**src/rtl/pipelined_mac.sv**
```systemverilog
// Multiply-accumulate with a STAGES-deep valid pipeline and ready/valid handshaking.
// The product is formed on entry, then carried through STAGES-1 registers and accumulated in the output stage.
module pipelined_mac #(
    parameter int A_W    = 16,
    parameter int B_W    = 16,
    parameter int STAGES = 3,
    parameter int ACC_W  = 40
) (
    input  logic             clk,
    input  logic             rst,
    input  logic             in_valid,
    output logic             in_ready,
    input  logic [A_W-1:0]   A,
    input  logic [B_W-1:0]   B,
    input  logic             is_signed,
    input  logic             acc,
    output logic             out_valid,
    input  logic             out_ready,
    output logic [ACC_W-1:0] C,
    output logic             ovf
);

    localparam int PW = A_W + B_W + 2;

    if (STAGES < 1 || STAGES > 8) begin : g_bad_stages
        $error("pipelined_mac: STAGES must be in 1..8");
    end
    if (ACC_W < A_W + B_W) begin : g_bad_acc_w
        $error("pipelined_mac: ACC_W must be at least A_W+B_W");
    end

    logic             advance;
    logic             out_valid_q;
    logic [ACC_W-1:0] c_q;
    logic [ACC_W-1:0] c_d;
    logic             ovf_q;
    logic             ovf_d;
    logic [ACC_W:0]   sum;

    logic             last_valid;
    logic             last_signed;
    logic             last_acc;
    logic [ACC_W-1:0] last_prod;

    // The whole pipeline moves as one; a full output stage that is not being drained freezes everything.
    assign advance  = out_ready | ~out_valid_q;
    assign in_ready = advance;

    genvar gi;
    generate
        for (gi = 0; gi < STAGES; gi++) begin : g_stage
            logic             stg_valid;
            logic             stg_signed;
            logic             stg_acc;
            logic [ACC_W-1:0] stg_prod;

            if (gi == 0) begin : g_mul
                logic signed [A_W:0]  a_ext;
                logic signed [B_W:0]  b_ext;
                logic signed [PW-1:0] p_full;

                // One extra bit per operand lets a single signed multiplier serve both modes.
                assign a_ext      = {is_signed & A[A_W-1], A};
                assign b_ext      = {is_signed & B[B_W-1], B};
                assign p_full     = PW'(a_ext) * PW'(b_ext);
                assign stg_prod   = ACC_W'(p_full);
                assign stg_valid  = in_valid & advance;
                assign stg_signed = is_signed;
                assign stg_acc    = acc;
            end else begin : g_reg
                always_ff @(posedge clk or negedge rst) begin
                    if (!rst) begin
                        stg_valid  <= 1'b0;
                        stg_signed <= 1'b0;
                        stg_acc    <= 1'b0;
                        stg_prod   <= '0;
                    end else if (advance) begin
                        stg_valid <= g_stage[gi-1].stg_valid;
                        if (g_stage[gi-1].stg_valid) begin
                            stg_signed <= g_stage[gi-1].stg_signed;
                            stg_acc    <= g_stage[gi-1].stg_acc;
                            stg_prod   <= g_stage[gi-1].stg_prod;
                        end
                    end
                end
            end
        end
    endgenerate

    assign last_valid  = g_stage[STAGES-1].stg_valid;
    assign last_signed = g_stage[STAGES-1].stg_signed;
    assign last_acc    = g_stage[STAGES-1].stg_acc;
    assign last_prod   = g_stage[STAGES-1].stg_prod;

    always_comb begin
        sum   = {1'b0, c_q} + {1'b0, last_prod};
        c_d   = last_prod;
        ovf_d = 1'b0;
        if (last_acc) begin
            c_d = sum[ACC_W-1:0];
            // Signed overflow: like-signed operands yielding a differently signed result.
            if (last_signed) begin
                ovf_d = (c_q[ACC_W-1] == last_prod[ACC_W-1]) &&
                        (sum[ACC_W-1] != c_q[ACC_W-1]);
            end else begin
                ovf_d = sum[ACC_W];
            end
        end
    end

    always_ff @(posedge clk or negedge rst) begin
        if (!rst) begin
            out_valid_q <= 1'b0;
            c_q         <= '0;
            ovf_q       <= 1'b0;
        end else if (advance) begin
            out_valid_q <= last_valid;
            if (last_valid) begin
                c_q   <= c_d;
                ovf_q <= ovf_d;
            end
        end
    end

    assign out_valid = out_valid_q;
    assign C         = c_q;
    assign ovf       = ovf_q;

endmodule

```
**config.mk**
```make
export PLATFORM = sky130hd
export DESIGN_NAME = pipelined_mac
export DESIGN_NICKNAME = d
export VERILOG_FILES = /design/src/rtl/pipelined_mac.sv
export SDC_FILE = /design/constraint.sdc
export NUM_CORES = 1
export LEC_CHECK = 0
export ABC_AREA = 0
export BUFFER_PORTS_ARGS = -buffer_cell sky130_fd_sc_hd__buf_2
export CELL_PAD_IN_SITES_DETAIL_PLACEMENT = 1
export CELL_PAD_IN_SITES_GLOBAL_PLACEMENT = 1
export CORE_MARGIN = 3
export CORE_UTILIZATION = 40
export DETAILED_ROUTE_END_ITERATION = 10
export GPL_ROUTABILITY_DRIVEN = 0
export PLACE_DENSITY_LB_ADDON = 0.1
export SKIP_LAST_GASP = 1
export SYNTH_ARGS = -nofsm -noshare
export SYNTH_HDL_FRONTEND = slang
export SYNTH_SLANG_ARGS = --single-unit
```
**constraint.sdc**
```tcl
create_clock -name clk -period 2.5 [get_ports clk]
set_input_delay 0.5 -clock clk [delete_from_list [all_inputs] [get_ports clk]]
set_output_delay 0.5 -clock clk [all_outputs]
set_load 0.01 [all_outputs]
```
======== Word-level counts from Yosys, hierarchy flattened ========
Cells that the tools add are included.
operators by class
  add/sub/neg operators ................... 1
  multipliers ............................. 1
  eq/ne operators ......................... 2
  multiplexer cells ....................... 3
  bitwise operators ....................... 5
  reductions and logical operators ........ 4
operator list
  cell                 count
  $add A40 B40 Y41     1
  $mux W40             1
  $mul A17 B17 Y34     1
  $reduce_and A2 Y1    3
  $and A1 B1 Y1        3
  $mux W1              2
  $eq A1 B1 Y1         1
  $logic_and A1 B1 Y1  1
  $ne A1 B1 Y1         1
  $not A1 Y1           1
  $or A1 B1 Y1         1
storage, ports and cells
  bits in registers ....................... 116
  bits of input ports ..................... 38
  output and inout port bits .............. 43
  logic and storage cells ................. 27

======== Depth between registers and ports, before layout ========
Gate-level depths: netlist (run 1).
  depth after elaboration ................. 5
  depth in mapped cells ................... 26

======== Least setup slack after synthesis (run 1) ========
Ideal clock, no wire load.
  path type ............................... input port to flip-flop
  start point ............................. in A[10]
  end point ............................... reg g_stage[1].stg_prod[33] (netlist name)
  data arrival time ....................... 6.012 ns
  data required time ...................... 2.417 ns
  slack ................................... -3.595 ns
  stages on the path ...................... 20
  cell sequence ........................... clkbuf_1 > nand2_1 > fa_1 > fa_1 > fa_1 > fa_1 > inv_1 > fa_1 > inv_1 > fa_1 > inv_1 > ha_1 > a211o_2 > o32a_2 > o311ai_4 > o32ai_4 > a31oi_1 > a21bo_2 > or4_1 > o21ai_0
between the ends
  word-level cells in the longest chain between the ends .. 1
ends and longest elaborated chain
  item                line  source
  start: declaration  13    input logic [A_W-1:0] A,
  $mul A17 B17 Y34    65    assign p_full = PW'(a_ext) * PW'(b_ext);
No other way between the ends.
A chain may end at the register's enable or synchronous reset.

======== Final worst setup path (run 1) ========
  start point ............................. in A[4]
  end point ............................... reg g_stage[1].stg_prod[21]
between the ends
  word-level cells in the longest chain between the ends .. 1
ends and longest elaborated chain
  item                    line  source
  $mul A17 B17 Y34        65
  end signal: assignment  82    stg_prod <= g_stage[gi-1].stg_prod;
  end: declaration        55    logic [ACC_W-1:0] stg_prod;
No other way between the ends.

==> results.tsv, run 1 <==
stage	metric	value	unit
layout	synthesis-to-finish area growth	36.7	%
yosys	Avg Inst Size Synth	9.35	µm²
critical_path	worst path cell trace	buf_12, and2_4, fa_1, inv_2, fa_2, inv_2, fa_2, fa_1, fa_1, inv_1, fa_1, inv_2, ha_4, a211o_4, o32a_4, o311ai_4, o32ai_4, buf_4, buf_6, o21ai_4, nand2b_1, xnor2_1, o21ai_1	
cts	CTS Sinks	116	
grt	largest net degree at the start of global routing	72	
sta	setup TNS	-78740	ps
die	Core Region	0.0435	mm²
critical_path	Crit Path Class	input port to register	
placed_design	dpl cell area	0.0216	mm²
layout	highest-count cells in the layout ignoring fill and taps	buf_4 (339), inv_1 (304), fa_1 (283), nand2_1 (225), and2_1 (115)	
critical_path	crit path DAT	5890	ps
sta	setup slack after layout	-3080	ps
layout	post-layout util	55.8	%
sta	Worst Max-Slew Pin Slew	613	ps
sta	Slew Limit Fails	0	
cts	worst-skew pair later-pin latency	430	ps
grt	first-pass GRT wire length	87100	µm
layout	layout cells sized above 1	34.4	%
die	Rows	76	
drt	vias	14661	
critical_path	CP max stage cell	fa_1	
critical_path	R2R depth	13	
yosys	synthesized instance count	1896	
grt	vias in the first global route	16388	
drt	drt total wl	54400	µm
drt	DR DRC count	0	
placed_design	detailed placement HPWL	43500	µm
grt	GRT Residual Overflow	0	
worst_hold_path	Hold Path Class	input port to register	
yosys	largest cells by area after synthesis	fa_1 (34%), dfrtp_1 (16%), ha_1 (8.8%)	
yosys	Most used DFF post-synth	dfrtp_1	
cts	# H-tree levels	4	
run_status	outcome	complete, but fails checks	
sta	final setup fails	54	
die	die area	0.0469	mm²
drt	Pre-Repair DR Iteration Count	4	
yosys	#FFs+latches synth	116	
critical_path	R2R Setup Slk	-460	ps
sta	Hold Fails Final Rpt	0	
drt	Vias/cell	5.01	
grt	GRT Util Overall	23.0	%
critical_path	Critical Path End	g_stage[1].stg_prod[21]	
grt	initial antenna violation count	0	
yosys	sequential-to-total area share from yosys stat	16.4	%
sta	Layout Skew	11.5	ps
die	die width	217	µm
sta	Max Clk Rate	179	MHz
cts	Clock Pin Slew Worst Setup and Hold Paths	60	ps
cts	Clock Root Buffer	clkbuf_16	
critical_path	critical path startpoint category	input port	
yosys	cell taking the most area after synthesis	fa_1	
sta	crit path time final	5580	ps
layout	most common cell after layout, fill and taps aside	buf_4	
placed_design	placed cell count	2823	
yosys	Yosys cell types	75	
yosys	Post-synth ARST share	100	%
drt	DRT iter0 DRCs	539	
critical_path	critical path capture point type	register	
yosys	Post-synth EDFFs	0	
drt	post-route ant nets	0	
cts	CTS Buf Count	17	
yosys	syn nets	2356	
layout	non-filler cells in the finished layout	2924	
critical_path	required time worst endpoint	2810	ps
critical_path	worst r2r dst	C[26]	
placed_design	port bufs	80	
critical_path	most used cell, CP	fa_1	
sta	Slew Limit Headroom	58.8	%
sta	RSZ-0062 raised after global routing	true	
run	max cap viols	0	
layout	layout net count	2786	
die	starting density of the core	40.8	%
critical_path	CP max stage delay	560	ps
drt	routed length per instance	18.6	µm
cts	CTS max path bufs	2	
critical_path	crit-path max FO	4	
sta	final period utilization	223	%
die	Die Ht	217	µm
yosys	cell area after synthesis	0.0177	mm²
run_status	failing checks	setup timing	
cts	CTS tree	built	
yosys	synth warn	0	
layout	design area	0.0242	mm²
layout	Antenna Cells	0	
yosys	Synth top area share	33.5	%
critical_path	Crit Reg-Reg Startpoint	g_stage[2].stg_prod[0]	
critical_path	CP Launch Point	A[4]	
die	I/O pin count	81	
## flip-flops by register name, indices dropped and copies added, names as in the netlist
register,count
C,40
out_valid,1
g_stage.stg_valid,2
g_stage.stg_acc,2
g_stage.stg_signed,2
g_stage.stg_prod,68
ovf,1
## worst min path at each step
stage	depth (start not counted)	endpoint	startpoint	slack, ps
after floorplan	0	C[0]	rst	200
after global placement	1	C[34]	rst	330
after detailed placement	1	C[34]	rst	340
after CTS	2	g_stage[1].stg_acc	acc	330
after global routing	2	g_stage[1].stg_acc	acc	340
final	2	g_stage[1].stg_acc	acc	360
## cells by family after synthesis
family / Yosys count / synth area share, %
xor+xnor: 54 / 2.67
mux: 64 / 3.91
buf+inv: 405 / 8.74
simple gates: 536 / 14.6
fa+ha+maj: 422 / 42.4
compound gates: 299 / 11.3
flops: 116 / 16.4
## through the flow
step / setup slack, ps / hold slack [ps]
after floorplan: -3250 / 204
after global placement: -3610 / 334
after detailed placement: -3720 / 335
after CTS: -3080 / 326
after global routing: -3250 / 342
final: -3080 / 356
## Yosys cell counts (all sizes together), types with 3 or more instances
cell type	number
a211o	6
a211oi	11
a21boi	4
a21o	34
a21oi	68
a31oi	12
and2	133
and3	16
buf	13
clkbuf	60
dfrtp	116
fa	297
ha	125
inv	332
mux2	42
mux2i	22
nand2	247
nand2b	12
nand3	20
nand4	6
nor2	48
nor2b	8
nor3	17
nor3b	6
nor4	3
o2111ai	3
o211ai	10
o21a	16
o21ai	88
o21bai	7
o22ai	5
o31a	3
o31ai	10
or2	5
or3	10
xnor2	35
xor2	19
## layer usage
| layer | GRT usage [%] | share of wire, % | vias to the layer above |
|---|---|---|---|
| li1 | - | - | 6892 |
| met1 | 30.9 | 46 | 7530 |
| met2 | 40.2 | 50 | 188 |
| met3 | 2.09 | 2.2 | 51 |
| met4 | 5.62 | 1.8 | 0 |
| met5 | 0 | 0 | - |
## layout make-up
class | count | area [µm²]
repair buffers | 484 | 4020
clock inverters | 14 | 153
multi-input cells | 1375 | 14700
flip-flops and latches | 116 | 2910
inverters | 332 | 1250
well taps | 585 | 732
fillers | 4854 | 19200
clock buffers | 18 | 439
## critical path: cells and delay by family
family,cells,cell delay [ps]
buffers and inverters,7,570
and+or+nand+nor,2,260
xor gates and xnor gates,1,160
AOI/OAI and AO/OA,6,1200
adders and majority gates,7,3190
## what timing repair did
action,in CTS,in global routing
hold buffers,1,0
setup endpoints to repair,57,59
hold endpoints to repair,5,0
setup buffers,40,39
pin swaps,103,146
resized for setup,186,190
cloned,0,2
Power of run 1 is not shown: default switching activity piles up to over one toggle a cycle in this logic, so the estimate is an artifact.
==> inputs of run 2 (changes only) <==
--- a/config.mk
+++ b/config.mk
@@ -13,6 +13,7 @@
 export CORE_UTILIZATION = 40
 export DETAILED_ROUTE_END_ITERATION = 10
 export GPL_ROUTABILITY_DRIVEN = 0
+export GPL_TIMING_DRIVEN = 0
 export PLACE_DENSITY_LB_ADDON = 0.1
 export SKIP_LAST_GASP = 1
 export SYNTH_ARGS = -nofsm -noshare
==> results.tsv, run 2 (same netlist as run 1, synthesis figures left out) <==
stage	metric	value	unit	change
critical_path	CP max stage cell	fa_1		unchanged
grt	met2 Use GR	42.0	%	was 40.2%
drt	DRT iter0 DRCs	620		was 539
grt	first-pass GRT wire length	88700	µm	was 87100 µm
grt	initial antenna violation count	0		unchanged
layout	most common cell after layout, fill and taps aside	inv_1		was buf_4
layout	synthesis-to-finish area growth	29.0	%	was 36.7%
drt	DR DRC count	0		unchanged
critical_path	critical path startpoint category	input port		unchanged
critical_path	CP max stage delay	580	ps	was 560 ps
worst_hold_path	hold depth	2		unchanged
critical_path	R2R depth	13		unchanged
cts	Clock Pin Slew Worst Setup and Hold Paths	50	ps	was 60 ps
grt	GRT Util Overall	24.2	%	was 23.0%
grt	routing usage on met1	32.2	%	was 30.9%
die	die width	217	µm	unchanged
sta	Worst Max-Slew Pin Slew	1000	ps	was 613 ps
sta	Max Clk Rate	174	MHz	was 179 MHz
placed_design	dpl cell area	0.0196	mm²	was 0.0216 mm²
placed_design	port bufs	77		was 80
drt	Vias/cell	5.20		was 5.01
die	I/O pin count	81		unchanged
cts	CTS max path bufs	2		unchanged
cts	Clock Root Buffer	clkbuf_16		unchanged
grt	met3 Usage GRT	1.79	%	was 2.09%
critical_path	critical path capture point type	register		unchanged
cts	worst-skew pair later-pin latency	440	ps	was 430 ps
cts	# H-tree levels	4		unchanged
run_status	failing checks	setup timing		unchanged
sta	Layout Skew	11.8	ps	was 11.5 ps
critical_path	cell family with most CP delay	adder cells		unchanged
critical_path	cell depth of the worst setup path	22		was 23
placed_design	detailed placement HPWL	43400	µm	was 43500 µm
drt	post-route ant nets	0		unchanged
critical_path	crit path DAT	6080	ps	was 5890 ps
critical_path	Crit Path Class	input port to register		unchanged
grt	grt peak-use layer	met2		unchanged
drt	vias	14203		was 14661
drt	routed length per instance	20.6	µm	was 18.6 µm
layout	design area	0.0229	mm²	was 0.0242 mm²
sta	final setup fails	52		was 54
die	die area	0.0469	mm²	unchanged
layout	layout net count	2594		was 2786
grt	largest net degree at the start of global routing	78		was 72
sta	RSZ-0062 raised after global routing	true		unchanged
layout	post-layout util	52.6	%	was 55.8%
sta	final period utilization	229	%	was 223%
cts	CTS Sinks	116		unchanged
layout	layout cells sized above 1	26.2	%	was 34.4%
cts	CTS tree	built		unchanged
grt	GRT Residual Overflow	0		unchanged
die	starting density of the core	40.8	%	unchanged
critical_path	buffers and inverters on the worst path	6		was 7
layout	Biggest register	g_stage.stg_prod		unchanged
critical_path	required time worst endpoint	2840	ps	was 2810 ps
die	Die Ht	217	µm	unchanged
critical_path	crit-path max FO	8		was 4
sta	Slew Limit Fails	0		unchanged
drt	Pre-Repair DR Iteration Count	4		unchanged
drt	drt total wl	56200	µm	was 54400 µm
grt	vias in the first global route	15797		was 16388
layout	Antenna Cells	0		unchanged
cts	CTS Buf Count	17		unchanged
sta	setup slack after layout	-3240	ps	was -3080 ps
critical_path	worst path cell trace	buf_8, clkbuf_16, nand2_1, fa_1, fa_1, fa_1, fa_1, inv_1, fa_1, inv_2, fa_1, inv_2, ha_4, a211o_4, o32a_4, o311ai_4, buf_4, a21boi_2, o21a_1, o21a_1, o21a_1, o31ai_2		was buf_12, and2_4, fa_1, inv_2, fa_2, inv_2, fa_2, fa_1, fa_1, inv_1, fa_1, inv_2, ha_4, a211o_4, o32a_4, o311ai_4, o32ai_4, buf_4, buf_6, o21ai_4, nand2b_1, xnor2_1, o21ai_1
sta	crit path time final	5740	ps	was 5580 ps
sta	setup TNS	-79360	ps	was -78740 ps
die	Core Region	0.0435	mm²	unchanged
die	Rows	76		unchanged
sta	Slew Limit Headroom	33.2	%	was 58.8%
run	max cap viols	0		unchanged
layout	max reg flops	68		unchanged
worst_hold_path	Hold Path Class	input port to register		unchanged
run_status	outcome	complete, but fails checks		unchanged
layout	highest-count cells in the layout ignoring fill and taps	inv_1 (311), fa_1 (281), nand2_1 (227), and2_1 (124), buf_4 (121)		was buf_4 (339), inv_1 (304), fa_1 (283), nand2_1 (225), and2_1 (115)
critical_path	most used cell, CP	fa_1		unchanged
sta	Hold Fails Final Rpt	0		unchanged
run 2: path summary, 6_finish.rpt:
kind / startpoint / to / slack (ps)
worst max-delay path: A[8] / g_stage[1].stg_prod[17] / -3240
worst min-delay path: acc / g_stage[1].stg_acc / 360
worst max register to register: g_stage[2].stg_prod[0] / C[24] / -340
worst min register to register: g_stage[1].stg_prod[14] / g_stage[1].stg_prod[14] / 480
max in group asynchronous: rst / g_stage[2].stg_prod[7] / 1220
min in group asynchronous: rst / C[35] / 550
run 2: area by class of cell:
class / instances / area (µm²)
fillers: 4815 / 20600
well taps: 585 / 732
clock buffers: 20 / 457
inverters: 332 / 1250
repair buffers: 221 / 1870
multi-input cells: 1375 / 14600
flip-flops and latches: 116 / 2910
clock inverters: 12 / 130
plain buffers: 71 / 943
run 2: per-layer routing:
metal	share of wire, %	wire length (µm)	up-vias
li1	-	-	6510
met1	45	25000	7341
met2	49	27800	264
met3	2.7	1500	88
met4	3.4	1900	0
met5	0	0	-
run 2: repair_timing:
action / 4_1_cts / 5_1_grt
hold buffers: 1 / 0
pin swaps: 125 / 86
endpoints found under the hold margin: 39 / 0
gates resized for setup: 273 / 93
setup endpoints to repair: 63 / 67
buffers inserted: 117 / 30
gates cloned: 0 / 0
run 2: through the flow:
stage               worst slack, ps  hold slack, ps  std cells
floorplan                     -3250             204       1896
global placement              -4070             465       2558
detailed placement            -4130             431       2559
CTS                           -3160             326       2706
global route                  -3420             343       2732
finish                        -3240             359       2732
Power of run 2 is left out for the same reason.
